$ cat src/rtl/mem_arbiter.sv
// Two-port (instruction read / data read-write) arbiter onto one strobed memory bus.
// Round-robin on ties, per-access timeout, every output registered.
module mem_arbiter #(
  parameter int TIMEOUT = 15
) (
  input  logic        ACLK,
  input  logic        RESET,
  input  logic        I_REQ,
  input  logic [31:0] I_ADDR,
  output logic        I_ACK,
  output logic [31:0] I_RDATA,
  output logic        I_ERR,
  input  logic        D_REQ,
  input  logic        D_WE,
  input  logic [31:0] D_ADDR,
  input  logic [31:0] D_WDATA,
  output logic        D_ACK,
  output logic [31:0] D_RDATA,
  output logic        D_ERR,
  output logic [31:0] ADDR,
  output logic [31:0] DATA_O,
  output logic        WRSTB,
  output logic        RDSTB,
  input  logic [31:0] DATA_I,
  input  logic        MEM_READY,
  output logic [1:0]  dbg_state
);

  // Handshake: a port raises x_REQ with stable address/data and holds it until
  // x_ACK, a one-cycle pulse carrying x_RDATA/x_ERR; memory finishes a strobed
  // access in any cycle where MEM_READY is high, otherwise the strobe is held.
  typedef enum logic [1:0] {
    IDLE  = 2'd0,
    BUS_I = 2'd1,
    BUS_D = 2'd2,
    DONE  = 2'd3
  } state_t;

  localparam logic [7:0] TIMEOUT_CNT = 8'(TIMEOUT);

  state_t      state, state_nxt;
  logic        last_grant, last_grant_nxt;  // 0 = instruction port, 1 = data port
  logic [7:0]  wait_cnt, wait_cnt_nxt;
  logic        cur_we, cur_we_nxt;
  logic [31:0] addr_nxt, data_o_nxt, i_rdata_nxt, d_rdata_nxt;
  logic        wrstb_nxt, rdstb_nxt, i_ack_nxt, d_ack_nxt, i_err_nxt, d_err_nxt;
  logic        grant_i, done_abort;

  assign dbg_state = state;

  always_ff @(posedge ACLK or posedge RESET) begin
    if (RESET) state <= IDLE;
    else       state <= state_nxt;
  end

  always_comb begin
    state_nxt      = state;
    last_grant_nxt = last_grant;
    wait_cnt_nxt   = wait_cnt;
    cur_we_nxt     = cur_we;
    addr_nxt       = 32'd0;
    data_o_nxt     = 32'd0;
    wrstb_nxt      = 1'b0;
    rdstb_nxt      = 1'b0;
    i_ack_nxt      = 1'b0;
    d_ack_nxt      = 1'b0;
    i_rdata_nxt    = I_RDATA;
    i_err_nxt      = I_ERR;
    d_rdata_nxt    = D_RDATA;
    d_err_nxt      = D_ERR;
    grant_i        = I_REQ && (!D_REQ || last_grant);
    // Ready wins over a timeout landing in the same cycle.
    done_abort     = !MEM_READY && ((wait_cnt + 8'd1) == TIMEOUT_CNT);

    case (state)
      IDLE: begin
        if (I_REQ || D_REQ) begin
          wait_cnt_nxt = 8'd0;
          if (grant_i) begin
            state_nxt      = BUS_I;
            last_grant_nxt = 1'b0;
            cur_we_nxt     = 1'b0;
            addr_nxt       = I_ADDR;
            rdstb_nxt      = 1'b1;
          end else begin
            state_nxt      = BUS_D;
            last_grant_nxt = 1'b1;
            cur_we_nxt     = D_WE;
            addr_nxt       = D_ADDR;
            wrstb_nxt      = D_WE;
            rdstb_nxt      = !D_WE;
            data_o_nxt     = D_WE ? D_WDATA : 32'd0;
          end
        end
      end
      BUS_I, BUS_D: begin
        if (!MEM_READY) wait_cnt_nxt = wait_cnt + 8'd1;
        if (MEM_READY || done_abort) begin
          state_nxt = DONE;
          if (state == BUS_I) begin
            i_ack_nxt   = 1'b1;
            i_err_nxt   = !MEM_READY;
            i_rdata_nxt = MEM_READY ? DATA_I : 32'd0;
          end else begin
            d_ack_nxt   = 1'b1;
            d_err_nxt   = !MEM_READY;
            d_rdata_nxt = (MEM_READY && !cur_we) ? DATA_I : 32'd0;
          end
        end else begin
          // The registered bus outputs are the captured request; keep them.
          addr_nxt   = ADDR;
          data_o_nxt = DATA_O;
          wrstb_nxt  = WRSTB;
          rdstb_nxt  = RDSTB;
        end
      end
      DONE:    state_nxt = IDLE;
      default: state_nxt = IDLE;
    endcase
  end

  always_ff @(posedge ACLK or posedge RESET) begin
    if (RESET) begin
      last_grant <= 1'b1;
      wait_cnt   <= 8'd0;
      cur_we     <= 1'b0;
      ADDR       <= 32'd0;
      DATA_O     <= 32'd0;
      WRSTB      <= 1'b0;
      RDSTB      <= 1'b0;
      I_ACK      <= 1'b0;
      I_RDATA    <= 32'd0;
      I_ERR      <= 1'b0;
      D_ACK      <= 1'b0;
      D_RDATA    <= 32'd0;
      D_ERR      <= 1'b0;
    end else begin
      last_grant <= last_grant_nxt;
      wait_cnt   <= wait_cnt_nxt;
      cur_we     <= cur_we_nxt;
      ADDR       <= addr_nxt;
      DATA_O     <= data_o_nxt;
      WRSTB      <= wrstb_nxt;
      RDSTB      <= rdstb_nxt;
      I_ACK      <= i_ack_nxt;
      I_RDATA    <= i_rdata_nxt;
      I_ERR      <= i_err_nxt;
      D_ACK      <= d_ack_nxt;
      D_RDATA    <= d_rdata_nxt;
      D_ERR      <= d_err_nxt;
    end
  end

endmodule

$ cat config.mk
export PLATFORM = sky130hd
export DESIGN_NAME = mem_arbiter
export DESIGN_NICKNAME = d
export VERILOG_FILES = /design/src/rtl/mem_arbiter.sv
export SDC_FILE = /design/constraint.sdc
export NUM_CORES = 1
export LEC_CHECK = 0
export ABC_CLOCK_PERIOD_IN_PS = 4400
export BUFFER_PORTS_ARGS = -buffer_cell sky130_fd_sc_hd__buf_4
export CORE_MARGIN = 3
export CORE_UTILIZATION = 44
export DETAILED_ROUTE_END_ITERATION = 7
export HOLD_SLACK_MARGIN = 0.12
export MAX_ROUTING_LAYER = met4
export PLACE_DENSITY = 0.79
export SYNTH_ARGS = -nofsm -noshare
export SYNTH_HDL_FRONTEND = slang
export SYNTH_SLANG_ARGS = --single-unit
$ cat constraint.sdc
create_clock -name ACLK -period 4.4 [get_ports ACLK]
set_input_delay 0.22 -clock ACLK [delete_from_list [all_inputs] [get_ports ACLK]]
set_output_delay 0.22 -clock ACLK [all_outputs]
set_load 0.02 [all_outputs]
==> results.md <==
Worst hold path:
- The launch point of the worst hold path is I_REQ.
- The capture endpoint of the worst hold path is last_grant$_DFFE_PP1P_.
- The worst hold path was traced through 4 stages.
- The classification of the worst-slack hold path is in -> reg.

Critical path:
- The nature of the critical path endpoint is a register.
- For flop-to-flop paths, the worst setup slack is between 1.5 and 2 ns.
- The arrival time of the worst setup path is 2.98 ns.
- The startpoint-to-endpoint class of the critical path is reg -> reg.
- STA classifies the critical path startpoint as a register.
- The startpoint identified for the worst register-to-register timing path is wait_cnt[0]$_DFFE_PP0P_.
- The worst register-to-register path ends at ADDR[11]$_DFFE_PP0P_.
- STA puts the critical path data required time at 4.70 ns.
- Counting cells, the worst reg-to-reg path comes to 7.
- The maximum fanout along the worst path is 68.

CTS:
- After clock tree synthesis, the clock-pin slew on the worst setup and hold paths is 0.06 ns.
- The CTS tree is yes.
- The clock tree root driver cell is clkbuf_16.
- Gates resized during post-CTS repair numbered 0.
- The clock latency on the worst-skew pair is between 0.4 and 0.5 ns.
- The number of buffers created by CTS is 17.
- The H-tree was split into 4 levels.
- Clock tree synthesis found a total of 146 sinks.
- The buffer levels on the longest clock path is 2.
- The number of setup buffers added after CTS is 0.

Synthesis:
- The largest family of logic cells by synthesized area is compound AO/OA/AOI/OAI gates.
- After synthesis, the share of cell area in mux cells is 10.5%.
- The net count after synthesis is 844.
- In this run, synthesis produced a sequential element count of 146.
- The sequential area share after synthesis is a little over half.
- The synthesized design spends more area on one cell type than any other, namely dfrtp_1.
- Ranked by total cell area, the synthesized netlist is headed by dfrtp_1, a22oi_1, inv_1.
- The synthesized netlist devotes 0.719% of its cell area to adder and majority cells.
- In this run the cell area of the synthesized design comes to 0.00696 sq mm.
- The number of different library cells used by synthesis comes to 50.
- Among all flip-flop cells after synthesis, the most frequent one is dfrtp_1.
- The number of enable flip-flop cells after synthesis is 0.
- In this run the biggest area consumer among cell types represents 52.1% of the synthesized area.
- The synthesized netlist devotes a little under a fifth of its cell area to compound gates.
- The cell count after synthesis is around 710.
- The fraction of synthesized cell area in xor and xnor cells is 0%.
- The mean cell area of the mapped netlist is 9.86 sq um.
- After synthesis, the share of flip-flops with an asynchronous set or reset is 100%.
- Yosys printed 0 warnings.
- The simple-gate share of the synthesized area is 8.47%.

Timing:
- Summed over all failing endpoints, the final setup total negative slack is 0 ns.
- After layout, the worst path uses 61.0% of the clock period.
- The final-report hold violation count is 0.
- Setup repair after global routing left no endpoint under its margin.
- The clock period could shrink to 2.68 ns.
- For the final database, setup skew stands at 0.00789 ns.
- The final count of negative-setup-slack endpoints is 0.
- The final count of pins violating max slew was 0.
- Timing would allow up to ~370 MHz.
- Once routing completed, OpenROAD measured the worst setup slack at 1.72 ns.
- The worst slew margin relative to its limit is a little under half.
- For the pin with the worst max-slew slack, the measured transition is 0.798 ns.
- The final-layout worst hold slack is between 0.15 and 0.2 ns.

Layout:
- In the layout the commonest cells are buf_4, dfrtp_1, inv_1, nand2_1, o21ai_0.
- Excluding fillers, the count of instances in the completed layout stands at 1250.
- The layout overhead on the synthesized area is 49.4%.
- The utilization of the core after routing is 67.9%.
- The number of antenna repair diodes is 0.
- The layout net count is between 1000 and 1500.
- The finished layout cell area is a little over 0.01 sq mm.
- Leaving out fill and tap cells, the most frequent cell in the layout is buf_4.
- Of the cells placed in the final design, the portion with a size suffix greater than 1 is between 30 and 40%.

Floorplan:
- From bottom edge to top edge, the die measures 132 um.
- The die covers 0.0174 sq mm.
- The count of boundary I/O pins is 270.
- The floorplan row count is 45.
- The width of the die is approximately 130 um.
- Once the floorplan was initialized, standard cells occupied 45.4% of the core.
- The placeable core area is 0.0153 sq mm.

GRT:
- The first global-routing pass estimated 33800 um of wire.
- The number of global-route vias before repair came to 6562.
- Across every metal layer, demand over resource in global routing totals 24.8%.
- The initial antenna violation count is 0.
- Global routing finished with a remaining overflow of 0.
- The largest net degree at the start of global routing is 88.

Placement:
- Timing analysis after detailed placement gives a worst setup slack of 1.73 ns.
- The count of buffers added on input and output ports is approximately 270.
- The half-perimeter wire length after detailed placement is ~14000 um.
- The routability-driven placement congestion ratio is ~0.84.
- The post-placement cell area is slightly above 0.009 sq mm.
- Counting tap cells, the placed design contains a total of 1152 instances.

Routing:
- In this run the remaining antenna-violating nets after routing total 0.
- Wires add up to 21100 um.
- The per-cell routed wire length is 16.8 um.
- Dividing the detail-routed via count by the number of cells gives approximately 5.1.
- The routed via count is 6398.
- After detailed routing, the number of remaining DRC violations is 0.
- The number of DRC violations after detailed-routing iteration 0 is 347.
- The pre-antenna-repair detailed-routing pass consisted of 5 iterations.

Power and ir drop:
- The post-layout total power is about 6.5 mW.
- The analysis attributes to cell leakage a power of ~5.4 nW.
- The maximum vdd drop is 0.389 mV.
- The power density relative to cell area is 629 mW/mm^2.

Job:
- The max capacitance violation total is 0.

Status:
- The flow ran to the end, and the final reports show no timing, DRC or antenna violations.
[critical path, stage by stage (launching register included)]
cell and delay (ns):
dfrtp_1 0.47, ha_1 0.30, and3_1 0.24, a311oi_1 0.43
a31oi_4 0.12, o21ai_4 0.18, buf_12 0.33, mux2_2 0.40
[synthesized netlist by cell type (2+ instances only)]
cell type	number
a211oi_2	2
a21bo_2	2
a21o_1	3
a21oi_1	36
a22oi_1	64
a311oi_1	2
and2_1	4
buf_12	2
buf_2	8
buf_6	4
clkbuf_1	30
dfrtp_1	145
ha_1	4
inv_1	106
mux2_1	6
mux2_2	20
mux2_4	8
mux2i_1	32
nand2_1	105
nand2b_1	4
nand3_1	4
nand3b_1	2
nor2_1	7
nor2b_1	3
nor3_1	2
o21ai_0	70
o21ai_1	4
o22ai_1	2
o31ai_1	4
[worst max path at each step]
| stage | slack [ns] | endpoint | cells after the start | from |
|---|---|---|---|---|
| 6_report | 1.72 | ADDR[11]$_DFFE_PP0P_ | 7 | wait_cnt[0]$_DFFE_PP0P_ |
| 5_1_grt | 1.61 | I_RDATA[26]$_DFFE_PP0P_ | 8 | dbg_state[0]$_DFFE_PP0P_ |
| 3_5_place_dp | 1.73 | ADDR[11]$_DFFE_PP0P_ | 7 | wait_cnt[0]$_DFFE_PP0P_ |
| 3_3_place_gp | 1.83 | ADDR[6]$_DFFE_PP0P_ | 7 | wait_cnt[0]$_DFFE_PP0P_ |
| 2_1_floorplan | 0.26 | ADDR[0]$_DFFE_PP0P_ | 1 | RESET |
| 4_1_cts | 1.74 | ADDR[16]$_DFFE_PP0P_ | 7 | wait_cnt[0]$_DFFE_PP0P_ |
[metal layers]
metal / GRT usage [%] / up-vias / wire [um]
met5: - / - / 0
met3: 6.53 / 54 / 1490
met2: 40.5 / 274 / 10300
li1: - / 3014 / -
met1: 29.3 / 3056 / 8530
met4: 10.2 / 0 / 739
[cell type report]
cell class / count / area [sq um]
fillers: 1154 / 4920
repair buffers: 347 / 2780
clock inverters: 8 / 100
well taps: 211 / 264
flip-flops and latches: 146 / 3650
inverters: 106 / 403
multi-input cells: 408 / 2690
clock buffers: 24 / 502
[timing repair]
item / 4_1_cts / 5_1_grt
endpoints found under the setup margin: 0 / 0
endpoints found under the hold margin: 182 / 0
hold buffers: 66 / 0
[logic make-up after synthesis]
group,count (synthesis)
AO/OA/AOI/OAI,200
buffers and inverters,152
flip-flops,146
AND/OR/NAND/NOR,138
multiplexers,66
adder cells (fa/ha/maj),4
[power by group]
| part | total, mW | internal, mW | switching, mW |
|---|---|---|---|
| registers | 2.06 | 1.75 | 0.307 |
| clock network | 1.46 | 0.909 | 0.549 |
| logic | 3.02 | 1.33 | 1.69 |
| total | 6.53 | 3.99 | 2.55 |
[registers in the layout, summed over array words and instances, names as in the netlist]
register and count:
ADDR 32, DATA_O 32, D_RDATA 32, I_RDATA 32
wait_cnt 8, dbg_state 2, D_ACK 1, D_ERR 1
I_ACK 1, I_ERR 1, RDSTB 1, WRSTB 1
cur_we 1, last_grant 1
Power figures use the tool's default switching activity.
